--- config.mk ---
export PLATFORM = sky130hd
export DESIGN_NAME = up_dn_counter_driver
export DESIGN_NICKNAME = d
export VERILOG_FILES = /design/src/rtl/up_dn_counter_driver.sv
export SDC_FILE = /design/constraint.sdc
export NUM_CORES = 1
export LEC_CHECK = 0
export ABC_AREA = 1
export CORE_MARGIN = 1
export CORE_UTILIZATION = 35
export DETAILED_ROUTE_END_ITERATION = 16
export GPL_TIMING_DRIVEN = 0
export SYNTH_ARGS = -nofsm -noshare
export SYNTH_HDL_FRONTEND = slang
export SYNTH_SLANG_ARGS = --single-unit
--- constraint.sdc ---
create_clock -name CLK -period 2.31 [get_ports CLK]
set_clock_uncertainty 0.05 [all_clocks]
set_input_delay 0.3465 -clock CLK [delete_from_list [all_inputs] [get_ports CLK]]
set_output_delay 0.3465 -clock CLK [all_outputs]
set_load 0.03 [all_outputs]
--- src/rtl/up_dn_counter_driver.sv ---
// Command-side driver for a saturating up/down counter: optional preload, then steps toward Target.
// Optional Steps output (command-cycle count) enabled by defining UP_DN_DRIVER_STEP_COUNT_EN.
module up_dn_counter_driver #(
    parameter int WIDTH   = 5,
    parameter int TIMEOUT = 40
) (
    input  logic             CLK,
    input  logic             RST,
    input  logic             Start,
    input  logic [WIDTH-1:0] Target,
    input  logic             Use_Load,
    input  logic [WIDTH-1:0] Load_Val,
    input  logic [WIDTH-1:0] Counter,
    input  logic             High,
    input  logic             Low,
    output logic [WIDTH-1:0] IN,
    output logic             Load,
    output logic             Up,
    output logic             Down,
    output logic             Busy,
    output logic             Done,
    output logic             Err
`ifdef UP_DN_DRIVER_STEP_COUNT_EN
    ,
    output logic [WIDTH:0]   Steps
`endif
);

    localparam int TW = $clog2(TIMEOUT + 1);
    localparam logic [TW-1:0] TLAST = TW'(TIMEOUT - 1);

    typedef enum logic [1:0] {IDLE, LOAD, STEP, DONE} state_t;

    state_t           state, state_nx;
    logic [WIDTH-1:0] target_q, load_val_q;
    logic             use_load_q;
    logic             err_q, err_nx;
    logic [TW-1:0]    timer_q;
    logic             accept;

    assign accept = (state == IDLE) && Start;

    always_ff @(posedge CLK) begin
        if (RST) begin
            state      <= IDLE;
            err_q      <= 1'b0;
            target_q   <= '0;
            load_val_q <= '0;
            use_load_q <= 1'b0;
            timer_q    <= '0;
        end else begin
            state <= state_nx;
            err_q <= err_nx;
            if (accept) begin
                target_q   <= Target;
                load_val_q <= Load_Val;
                use_load_q <= Use_Load;
            end
            // Timer only runs while stepping, so it is zero on every STEP entry.
            if (state == STEP) timer_q <= timer_q + 1'b1;
            else               timer_q <= '0;
        end
    end

    always_comb begin
        state_nx = state;
        err_nx   = err_q;
        IN       = '0;
        Load     = 1'b0;
        Up       = 1'b0;
        Down     = 1'b0;
        Busy     = 1'b0;
        Done     = 1'b0;
        Err      = 1'b0;
        case (state)
            IDLE: begin
                if (Start) begin
                    state_nx = Use_Load ? LOAD : STEP;
                    err_nx   = 1'b0;
                end
            end
            LOAD: begin
                Load     = 1'b1;
                IN       = load_val_q;
                Busy     = 1'b1;
                state_nx = STEP;
            end
            STEP: begin
                Busy = 1'b1;
                if (Counter == target_q) begin
                    state_nx = DONE;
                    err_nx   = 1'b0;
                end else begin
                    if (Counter < target_q) begin
                        Up = 1'b1;
                        if (High) begin
                            state_nx = DONE;
                            err_nx   = 1'b1;
                        end
                    end else begin
                        Down = 1'b1;
                        if (Low) begin
                            state_nx = DONE;
                            err_nx   = 1'b1;
                        end
                    end
                    if (timer_q == TLAST) begin
                        state_nx = DONE;
                        err_nx   = 1'b1;
                    end
                end
            end
            DONE: begin
                Done     = 1'b1;
                Err      = err_q;
                state_nx = IDLE;
            end
            default: state_nx = IDLE;
        endcase
    end

`ifdef UP_DN_DRIVER_STEP_COUNT_EN
    always_ff @(posedge CLK) begin
        if (RST)            Steps <= '0;
        else if (accept)    Steps <= '0;
        else if (Up || Down) Steps <= Steps + 1'b1;
    end
`endif

endmodule

==> impl_metrics.py <==
metrics = {
    "cts": {
        "postCtsSetupBuffers": 0,
        "path_clk_slew_ns": 0.11,
        "htreeDepth": 1,
        "ctsHoldBuffers": 0,
        "root_buffer": "clkbuf_4",
        "cts_sinks": 19,
        "clk_path_buf_depth": 2,
        "clock_latency_ns": 0.29,
        "cts_made_buffers": 3,
        "cts_tree": "yes",
    },
    "sta": {
        "rsz0062_at_grt": "false",
        "slew_violations": 0,
        "final_hold_viol_count": 0,
        "relSlewSlack_pct": 73.41,
        "fin_crit_ns": 2.189,
        "fin_tns_setup_ns": 0,
        "max_freq_ghz": 0.4569,
        "setup_violations": 0,
        "period_share_pct": 94.75,
        "setup_ws_ns": 0.1213,
        "max_slew.worst_pin.slew_ns": 0.3989,
    },
    "critical_path": {
        "cp-start-kind": "input port",
        "arrival_ns": 1.79,
        "cp_max_fo": 3,
        "endpoint_kind": "output pin",
        "crit_required_ns": 1.91,
        "path_class": "in -> out",
    },
    "route": {
        "vias_per_cell": 4.591,
        "wl_per_cell_um": 10.47,
        "drt_iter0_drc": 25,
        "num_vias": 987,
        "postRouteAntennaNets": 0,
        "firstDrtPassIters": 10,
        "drcViolationCount": 2,
        "finalWirelength_um": 2251,
    },
    "synth": {
        "avgSynthCellArea_um2": 7.155,
        "yosysMostFrequentCell": "inv_1",
        "async_flop_share_pct": 0,
        "synth_xor_area_share_pct": 0,
        "netlist_instances": 149,
        "synth_top_cell_area_share_pct": 35.68,
        "synth_compound_area_share_pct": 10.56,
        "synth_mux_area_share_pct": 0,
        "synth_simple_gate_area_share_pct": 30.40,
        "ys_seq_elements": 19,
        "synth_top_family_by_area": "simple AND/OR/NAND/NOR gates",
        "yosysTopAreaCell": "dfxtp_1",
        "synthDistinctLibCells": 21,
        "yosys_warnings": 0,
        "yosys-top-cells-count": "inv_1 (29), nand2_1 (25), nor2_1 (22)",
        "synth_top_flop_cell": "dfxtp_1",
        "synth_area_leaders": "dfxtp_1 (36%), ha_1 (12%), inv_1 (10%)",
        "synth_nets": 180,
        "synth_adder_area_share_pct": 11.74,
        "synth-seq-area-share_pct": 35.68,
        "synth_edf_count": 0,
        "syn-cell-area_um2": 1066,
    },
    "die": {
        "core_um2": 2829,
        "initial_core_util_pct": 37.68,
        "io_pins": 32,
        "dieArea_um2": 3271,
        "rows": 19,
        "die_h_um": 57.19,
        "die_width_um": 57.19,
    },
    "global_route": {
        "grt_pass1_wl_um": 3981,
        "overflow": 0,
        "antenna_found_initial": 0,
        "grt_pass1_vias": 1000,
        "grt_max_degree": 11,
        "gr-usage-all-layers_pct": 15.58,
    },
    "final_layout": {
        "syn_to_final_growth_pct": 35.09,
        "final_nets": 216,
        "drive_gt1_share_pct": 8.696,
        "diodes": 0,
    },
    "status": {
        "failed_checks": "DRC",
        "status": "finished, violations left",
    },
    "power": {
        "powerDensity_nw_per_um2": 949.2,
        "p_leak_nw": 0.6795,
        "ir_worst_vdd_mv": 0.5447,
    },
    "placed_design": {
        "dp_hpwl_um": 1802,
        "gp_congestion": 0.7685,
        "io_buffer_count": 31,
        "dp_slack_ns": -0.4416,
    },
    "flow_run": {
        "maxCapViolCount": 0,
    },
    "min_path": {
        "hold_path.class": "reg -> reg",
    },
}
[placed cells by master, fill, tap and decap left out]
cell type | Yosys | routed
o21ai_0 | 13 | 13
ha_1 | 10 | 9
nor2_2 | 2 | 2
a21oi_2 | 0 | 1
nor3_1 | 3 | 3
clkinv_1 | 1 | 1
dfxtp_1 | 19 | 19
ha_2 | 0 | 1
clkdlybuf4s50_1 | 0 | 29
nand4_4 | 1 | 1
nand2_2 | 1 | 1
a21oi_1 | 8 | 7
clkbuf_1 | 1 | 2
nand4_1 | 3 | 3
and3_1 | 1 | 1
nand2_1 | 25 | 25
nand4_2 | 2 | 2
clkbuf_4 | 1 | 5
inv_1 | 29 | 29
nand3_1 | 3 | 3
nor2_1 | 22 | 22
o21a_1 | 1 | 1
nand3_2 | 2 | 2
nor3b_1 | 1 | 1
buf_2 | 0 | 1
[timing repair]
item | in CTS | in global routing
setup endpoints to repair | 2 | 6
cloned | 0 | 0
resized for setup | 10 | 3
[kinds of logic after synthesis]
kind of cell	count (synthesis)
compound gates	22
fa+ha+maj	10
buf+inv	32
flops	19
simple gates	66
[flip-flops by register name, indices dropped and copies added (netlist names)]
signal and count:
timer_q 6, err_q 1, load_val_q 5, target_q 5, state 2
[routing by layer]
layer | up-vias | track usage [%] | routed length (µm)
met3 | 2 | 2.721 | 113
li1 | 540 | - | -
met5 | - | 0 | 0
met2 | 16 | 27.90 | 1081
met4 | 0 | 6.272 | 13
met1 | 429 | 18.41 | 1043
[final cells by class]
cell class	count	area, µm²
Clock buffer	4	26.28
Sequential cell	19	380.4
Inverter	30	112.6
Multi-Input combinational cell	98	568.0
Tap cell	31	38.79
Fill cell	311	1389
Buffer	2	11.26
Timing Repair Buffer	31	302.8
[path summary, 6_finish.rpt]
kind                                          startpoint                    end  slack, ns  cells past startpoint
worst min-delay path               timer_q[0]$_SDFF_PP0_  timer_q[0]$_SDFF_PP0_       0.40                      1
worst max-delay path                          Counter[4]                     Up       0.12                      8
worst min register to register     timer_q[0]$_SDFF_PP0_  timer_q[0]$_SDFF_PP0_       0.40                      1
worst max register to register  target_q[4]$_SDFFE_PP0P_     err_q$_SDFFE_PP0P_       0.63                     10
[where the power goes]
part	internal (mW)	switching (mW)	total, mW
Clock	0.0672	0.100	0.167
Combinational	0.293	0.458	0.751
Sequential	0.409	0.0399	0.448
[per-stage QoR]
stage          area (µm²)  util [%]  instances  hold slack (ns)  power [mW]
2_1_floorplan        1066         -        149           0.3675      0.9881
3_3_place_gp         1415     50.02        211           0.3801       1.201
3_5_place_dp         1415     50.02        211           0.3930       1.218
4_1_cts              1431     50.60        215           0.4118       1.382
5_1_grt              1440     50.91        215           0.4374       1.504
6_report             1440     50.91        215           0.4045       1.367
[worst max-delay path, cell delays in order]
cell and delay, ns:
clkdlybuf4s50_1 0.40, ha_1 0.31, nand2_1 0.13, nor2_2 0.07, a21oi_2 0.15, inv_1 0.09, nor2_1 0.10, clkbuf_4 0.20
(Power assumes the default switching activity.)
